### src/rtl/uart_ctrl_pkg.sv
// Shared types and constants for the UART transmit arbiter and its round-robin grant logic.
package uart_ctrl_pkg;

  // Idle cycles after each send: one 8N1 frame at 115200 baud on a 50 MHz clock.
  localparam int unsigned TX_GAP_CYCLES_DEFAULT = 4340;
  localparam int GAP_CNT_W = 16;
  localparam int NUM_PORTS = 2;

  typedef enum logic [1:0] {
    IDLE = 2'd0,
    SEND = 2'd1,
    GAP  = 2'd2
  } tx_state_t;

  // With both ports requesting the pointer decides; otherwise the lone requester wins.
  function automatic logic rr_pick(input logic [1:0] req, input logic ptr);
    if (req == 2'b11) begin
      return ptr;
    end
    return req[1];
  endfunction

endpackage

### src/rtl/uart_arbiter_if.sv
// Bundle of the two requester ports, the UART wrapper side and the RX consumer side.
interface uart_arbiter_if;
  logic       req0;
  logic [7:0] data0;
  logic       ack0;
  logic       req1;
  logic [7:0] data1;
  logic       ack1;
  logic [7:0] uart_in;
  logic       uart_send;
  logic       uart_receive;
  logic [7:0] uart_out;
  logic       uart_data_available;
  logic [7:0] rx_data;
  logic       rx_valid;
  logic       rx_ready;
  logic       rx_overrun;
  logic       busy;

  // Arbiter side.
  modport slave (
    input  req0, data0, req1, data1, uart_out, uart_data_available, rx_ready,
    output ack0, ack1, uart_in, uart_send, uart_receive, rx_data, rx_valid, rx_overrun, busy
  );

  // Requesters, UART wrapper and RX consumer side.
  modport master (
    output req0, data0, req1, data1, uart_out, uart_data_available, rx_ready,
    input  ack0, ack1, uart_in, uart_send, uart_receive, rx_data, rx_valid, rx_overrun, busy
  );
endinterface

### src/rtl/rr_arbiter2.sv
// Two-requester round-robin grant: the pointer flips to the other port after every taken grant.
module rr_arbiter2
  import uart_ctrl_pkg::*;
(
  input  logic       CLOCK_50,
  input  logic       reset,
  input  logic [1:0] req,
  input  logic       take,
  output logic       grant_valid,
  output logic       grant_idx
);

  logic pointer_reg;
  logic pointer_next;

  always_comb begin
    grant_valid = |req;
    grant_idx   = rr_pick(req, pointer_reg);
  end

  // Pointer moves even when a single requester wins without contention.
  always_comb begin
    pointer_next = pointer_reg;
    if (take && grant_valid) begin
      pointer_next = ~grant_idx;
    end
  end

  always_ff @(posedge CLOCK_50) begin
    if (reset) begin
      pointer_reg <= 1'b0;
    end else begin
      pointer_reg <= pointer_next;
    end
  end

endmodule

### src/rtl/uart_arbiter.sv
// Shares one UART wrapper between two byte sources (round-robin, paced by a frame gap)
// and buffers received bytes for a single consumer with a sticky overrun flag.
module uart_arbiter
  import uart_ctrl_pkg::*;
#(
  parameter int unsigned TX_GAP_CYCLES = TX_GAP_CYCLES_DEFAULT  // legal 1..65535
) (
  input logic         CLOCK_50,
  input logic         reset,
  uart_arbiter_if.slave bus
);

  localparam logic [GAP_CNT_W-1:0] GAP_LOAD = GAP_CNT_W'(TX_GAP_CYCLES);

  // ---------------- TX path ----------------
  logic [NUM_PORTS-1:0] req_vec;
  logic [7:0]           port_data [NUM_PORTS];
  logic [NUM_PORTS-1:0] ack_vec;

  assign req_vec      = {bus.req1, bus.req0};
  assign port_data[0] = bus.data0;
  assign port_data[1] = bus.data1;

  tx_state_t            state_reg, state_next;
  logic [GAP_CNT_W-1:0] gap_cnt_reg, gap_cnt_next;
  logic                 grant_idx_reg, grant_idx_next;
  logic [7:0]           tx_data_reg, tx_data_next;

  logic arb_valid;
  logic arb_idx;
  logic arb_take;

  rr_arbiter2 u_rr_arbiter2 (
    .CLOCK_50   (CLOCK_50),
    .reset      (reset),
    .req        (req_vec),
    .take       (arb_take),
    .grant_valid(arb_valid),
    .grant_idx  (arb_idx)
  );

  always_comb begin
    state_next     = state_reg;
    gap_cnt_next   = gap_cnt_reg;
    grant_idx_next = grant_idx_reg;
    tx_data_next   = tx_data_reg;
    arb_take       = 1'b0;
    case (state_reg)
      IDLE: begin
        if (arb_valid) begin
          state_next     = SEND;
          grant_idx_next = arb_idx;
          tx_data_next   = port_data[arb_idx];
          arb_take       = 1'b1;
        end
      end
      SEND: begin
        state_next   = GAP;
        gap_cnt_next = GAP_LOAD;
      end
      GAP: begin
        // Counter value 1 marks the last gap cycle, so GAP spans exactly GAP_LOAD cycles.
        if (gap_cnt_reg <= GAP_CNT_W'(1)) begin
          state_next   = IDLE;
          gap_cnt_next = '0;
        end else begin
          gap_cnt_next = gap_cnt_reg - GAP_CNT_W'(1);
        end
      end
      default: begin
        state_next   = IDLE;
        gap_cnt_next = '0;
      end
    endcase
  end

  always_ff @(posedge CLOCK_50) begin
    if (reset) begin
      state_reg     <= IDLE;
      gap_cnt_reg   <= '0;
      grant_idx_reg <= 1'b0;
      tx_data_reg   <= 8'h00;
    end else begin
      state_reg     <= state_next;
      gap_cnt_reg   <= gap_cnt_next;
      grant_idx_reg <= grant_idx_next;
      tx_data_reg   <= tx_data_next;
    end
  end

  for (genvar gi = 0; gi < NUM_PORTS; gi++) begin : g_ack
    assign ack_vec[gi] = (state_reg == SEND) && (grant_idx_reg == 1'(gi));
  end

  assign bus.ack0      = ack_vec[0];
  assign bus.ack1      = ack_vec[1];
  assign bus.uart_send = (state_reg == SEND);
  assign bus.uart_in   = (state_reg == SEND) ? tx_data_reg : 8'h00;
  assign bus.busy      = (state_reg != IDLE);

  // ---------------- RX path ----------------
  logic       uart_receive_reg;
  logic       rx_pending_reg;
  logic [7:0] rx_data_reg;
  logic       rx_valid_reg;
  logic       rx_overrun_reg;

  // The wrapper presents the byte one cycle after its strobe, hence the pending stage.
  always_ff @(posedge CLOCK_50) begin
    if (reset) begin
      uart_receive_reg <= 1'b0;
      rx_pending_reg   <= 1'b0;
      rx_data_reg      <= 8'h00;
      rx_valid_reg     <= 1'b0;
      rx_overrun_reg   <= 1'b0;
    end else begin
      uart_receive_reg <= 1'b1;
      rx_pending_reg   <= bus.uart_data_available;
      if (rx_pending_reg) begin
        if (!rx_valid_reg || bus.rx_ready) begin
          rx_data_reg  <= bus.uart_out;
          rx_valid_reg <= 1'b1;
        end else begin
          rx_overrun_reg <= 1'b1;
        end
      end else if (rx_valid_reg && bus.rx_ready) begin
        rx_valid_reg <= 1'b0;
      end
    end
  end

  assign bus.uart_receive = uart_receive_reg;
  assign bus.rx_data      = rx_data_reg;
  assign bus.rx_valid     = rx_valid_reg;
  assign bus.rx_overrun   = rx_overrun_reg;

endmodule

### src/flat_wrapper.sv
// flat-port wrapper written by rule: the top's interface ports become plain ports
module uart_arbiter_flat import uart_ctrl_pkg::*;
#(
  parameter int unsigned TX_GAP_CYCLES = TX_GAP_CYCLES_DEFAULT                   
)
  (CLOCK_50, reset, bus_req0, bus_data0, bus_req1, bus_data1, bus_uart_out, bus_uart_data_available, bus_rx_ready, bus_ack0, bus_ack1, bus_uart_in, bus_uart_send, bus_uart_receive, bus_rx_data, bus_rx_valid, bus_rx_overrun, bus_busy);
  uart_arbiter_if bus_i ();
  input logic CLOCK_50;
  input logic reset;
  input wire logic [$bits(bus_i.req0)-1:0] bus_req0;
  input wire logic [$bits(bus_i.data0)-1:0] bus_data0;
  input wire logic [$bits(bus_i.req1)-1:0] bus_req1;
  input wire logic [$bits(bus_i.data1)-1:0] bus_data1;
  input wire logic [$bits(bus_i.uart_out)-1:0] bus_uart_out;
  input wire logic [$bits(bus_i.uart_data_available)-1:0] bus_uart_data_available;
  input wire logic [$bits(bus_i.rx_ready)-1:0] bus_rx_ready;
  output wire logic [$bits(bus_i.ack0)-1:0] bus_ack0;
  output wire logic [$bits(bus_i.ack1)-1:0] bus_ack1;
  output wire logic [$bits(bus_i.uart_in)-1:0] bus_uart_in;
  output wire logic [$bits(bus_i.uart_send)-1:0] bus_uart_send;
  output wire logic [$bits(bus_i.uart_receive)-1:0] bus_uart_receive;
  output wire logic [$bits(bus_i.rx_data)-1:0] bus_rx_data;
  output wire logic [$bits(bus_i.rx_valid)-1:0] bus_rx_valid;
  output wire logic [$bits(bus_i.rx_overrun)-1:0] bus_rx_overrun;
  output wire logic [$bits(bus_i.busy)-1:0] bus_busy;
  assign bus_i.req0 = bus_req0;
  assign bus_i.data0 = bus_data0;
  assign bus_i.req1 = bus_req1;
  assign bus_i.data1 = bus_data1;
  assign bus_i.uart_out = bus_uart_out;
  assign bus_i.uart_data_available = bus_uart_data_available;
  assign bus_i.rx_ready = bus_rx_ready;
  assign bus_ack0 = bus_i.ack0;
  assign bus_ack1 = bus_i.ack1;
  assign bus_uart_in = bus_i.uart_in;
  assign bus_uart_send = bus_i.uart_send;
  assign bus_uart_receive = bus_i.uart_receive;
  assign bus_rx_data = bus_i.rx_data;
  assign bus_rx_valid = bus_i.rx_valid;
  assign bus_rx_overrun = bus_i.rx_overrun;
  assign bus_busy = bus_i.busy;
  uart_arbiter #(.TX_GAP_CYCLES(TX_GAP_CYCLES)) u_core (.CLOCK_50(CLOCK_50), .reset(reset), .bus(bus_i));
endmodule
### config.mk
export PLATFORM = sky130hd
export DESIGN_NAME = uart_arbiter_flat
export DESIGN_NICKNAME = d
export VERILOG_FILES = /design/src/rtl/uart_ctrl_pkg.sv /design/src/rtl/uart_arbiter_if.sv /design/src/rtl/rr_arbiter2.sv /design/src/rtl/uart_arbiter.sv /design/src/flat_wrapper.sv
export SDC_FILE = /design/constraint.sdc
export NUM_CORES = 1
export LEC_CHECK = 0
export CELL_PAD_IN_SITES_DETAIL_PLACEMENT = 1
export CELL_PAD_IN_SITES_GLOBAL_PLACEMENT = 1
export CORE_MARGIN = 4
export CORE_UTILIZATION = 34
export CTS_CLUSTER_SIZE = 14
export DETAILED_ROUTE_END_ITERATION = 12
export GPL_TIMING_DRIVEN = 1
export PLACE_DENSITY_LB_ADDON = 0.1
export SLEW_MARGIN = 30
export SYNTH_ARGS = -nofsm -noshare
export SYNTH_HDL_FRONTEND = slang
export SYNTH_HIERARCHICAL = 1
export SYNTH_SLANG_ARGS = --single-unit
### constraint.sdc
create_clock -name CLOCK_50 -period 3.35 [get_ports CLOCK_50]
set_input_delay 0.5025 -clock CLOCK_50 [delete_from_list [all_inputs] [get_ports CLOCK_50]]
set_output_delay 0.5025 -clock CLOCK_50 [all_outputs]
set_load 0.01 [all_outputs]
==> impl_metrics.toml <==
[worst_hold_path]
whs_path_depth = 2
hp-class = "reg -> reg"

[sta]
fin_tns_setup_ns = 0
finClkSkew_ns = 0.00374
worstMarginPinSlew_ns = 0.892
finalCritPeriodShare_pct = 80.2
hold_viol = 0
rsz0062_at_grt = "false"
clock.fmax_mhz = 372
min_period_ns = 2.69
setup_violations = 0
maxSlewViolCount = 0
timing.slew.headroom_pct = 40.6

[global_routing]
antenna_found_initial = 0
gr-usage-all-layers_pct = 15.2
grt_max_degree = 35
grt-ovfl-total = 0
grt_pass1_vias = 1828
grt_pass1_wl_mm = 8.85

[die]
die_x_um = 84.5
ioPinCount = 53
dieHeight_um = 84.5
die_area_um2 = 7140
core-area_um2 = 5570
start_util_pct = 35.7
rows = 27

[yosys]
synth-simple-area-share_pct = 25.6
synth_area_leaders = "dfxtp_1 40%, mux2i_1 10%, nor2_1 6.6%"
synth_compound_area_share_pct = 14.2
synth.avg_cell_area_um2 = 8.46
synth_fa_ha_area_share_pct = 3.78
synth_seq_cells = 40
ys.flop_type = "dfxtp_1"
synth_top_area_cell = "dfxtp_1"
synth_top_cell_area_share_pct = 40.3
synth_common_cells = "40 x dfxtp_1, 35 x nor2_1, 20 x mux2i_1, 18 x nand2_1"
netlist_instances = 235
synth_top_family_by_area = "simple AND/OR/NAND/NOR gates"
synth-xor-area-share_pct = 1.32
postSynth.asyncResetShare_pct = 0
seq_area_frac_synth_pct = 40.3
netlist-cell-type-count = 45
yosysMostFrequentCell = "dfxtp_1"
synth-edff-count = 0
syn_nets = 271
muxShareOfSynthArea_pct = 10.1
yosysWarnings = 6
synth_area_um2 = 1990

[critical_path]
crit_chain = "inv_1 -> ha_1 -> inv_1 -> clkdlybuf4s50_1"
cp.depth = 4
crit_slowest_cell = "ha_1"
start_kind = "register"
ff2ff_path_depth = 5
arrival_ns = 2.18
slowest_delay_ns = 0.76
crit_buf_inv = 3
critPathRequiredTime_ns = 2.85
crit_type = "reg -> out"
path_common_cell = "inv_1"
path_delay_family = "buffers and inverters"
path_max_fanout = 23
end_kind = "output port"

[drt]
drt_wl_total_mm = 5.25
via_per_inst = 5.10
drc = 0
drt_iter0_drc = 72
postRouteAntennaNets = 0
drt-pass1-iter-count = 4
vias = 1812
wl_per_cell_um = 14.8

[outcome]
outcome = "complete, no violations"

[clocking]
hold_buffers = 0
htree_levels = 2
clk_pin_slew_ns = 0.08
worst_skew_pair.late_latency_ns = 0.29
cts.sinks = 40
cts_tree = "yes"
clockBufferDepth = 2
numCtsBuffers = 5
cts_resized = 0
post_cts_buffers = 0
cts_root_buffer = "clkbuf_8"

[power_and_ir_drop]
p_per_area_nw_per_um2 = 744
finalPower_uw = 1990
peakVddDrop_uv = 376
leakagePower_uw = 0.00108

[final_layout]
final_nets = 318
postLayoutCoreUtil_pct = 47.9
antennaDiodeCount = 0
drive_gt1_share_pct = 6.36
area_delta_synth_final_pct = 34.4
largest_reg_flops = 16
fillers = 670

[placed_design]
io_buffers = 52
place_congestion = 0.739
dp_hpwl_mm = 3.82

[job]
cap_violations = 0
## stage by stage
step                      hold slack [ns]  setup slack, ns  area, um2  instances
final                               0.482            0.663       2670        355
after CTS                           0.485            0.629       2670        355
after global placement              0.455             1.01       2560        347
after floorplan                     0.438             1.47       1990        235
after global routing                0.521            0.488       2670        355
after detailed placement            0.470            0.967       2560        347
## metal layers
layer | track usage (%) | routed length, um | up-vias
met5 | 0 | 0 | -
met4 | 4.32 | 60 | 0
met3 | 3.14 | 227 | 5
met2 | 26.1 | 2590 | 37
met1 | 19.2 | 2380 | 858
li1 | - | - | 912
## power by group
part           switching [uW]  internal [uW]  total, uW
clock network             183            225        408
logic                     543            409        952
registers                64.4            565        630
total                     791           1200       1990
## worst reg2reg max path: cells and delay by family, from the launching register on
family / cells / cell delay [ns]
AND/OR/NAND/NOR: 2 / 0.79
adder cells (fa/ha/maj): 1 / 0.76
flip-flops: 1 / 0.33
AO/OA/AOI/OAI: 1 / 0.24
buffers and inverters: 1 / 0.11
## cells in the final DEF, fill, tap and decap left out, types with 2 or more instances in the layout
cell type and count:
o211ai_1 2, clkbuf_8 5, ha_1 6, and2_1 11, mux2i_1 20, a31oi_1 8
nor4_1 4, nand3_1 7, or3_1 4, nand2_1 18, xnor2_1 2, nand4_1 2
clkdlybuf4s50_1 52, inv_1 9, a211oi_1 8, nor3_1 4, nor2b_1 4, a21oi_1 11
nor2_1 35, buf_4 2, dfxtp_1 40, or2_2 3, o22ai_1 2
## cells by family (layout without fill, tap and decap cells)
| logic type | count (synthesis) | in the layout |
|---|---|---|
| AO/OA/AOI/OAI | 42 | 42 |
| XOR/XNOR | 3 | 3 |
| adder cells (fa/ha/maj) | 6 | 6 |
| buffers and inverters | 24 | 72 |
| flip-flops | 40 | 40 |
| multiplexers | 20 | 20 |
| AND/OR/NAND/NOR | 100 | 100 |
## cell type report
type | count | area, um2 | area share (%)
multi-input cells | 171 | 1090 | 40.9
flip-flops and latches | 40 | 801 | 30.0
repair buffers | 54 | 536 | 20.0
well taps | 72 | 90.1 | 3.37
clock buffers | 5 | 68.8 | 2.57
clock inverters | 3 | 46.3 | 1.73
inverters | 10 | 37.5 | 1.40
## final timing paths
path | from | endpoint | slack [ns]
worst max-delay path | u_core/state_reg[0]$_SDFFE_PP0P_ | bus_busy | 0.66
worst min-delay path | u_core/bus.rx_overrun$_SDFFE_PP0P_ | u_core/bus.rx_overrun$_SDFFE_PP0P_ | 0.48
worst max register to register | u_core/state_reg[0]$_SDFFE_PP0P_ | u_core/tx_data_reg[7]$_SDFFE_PP0P_ | 1.05
worst min register to register | u_core/bus.rx_overrun$_SDFFE_PP0P_ | u_core/bus.rx_overrun$_SDFFE_PP0P_ | 0.48
Power figures use the tool's default switching activity.
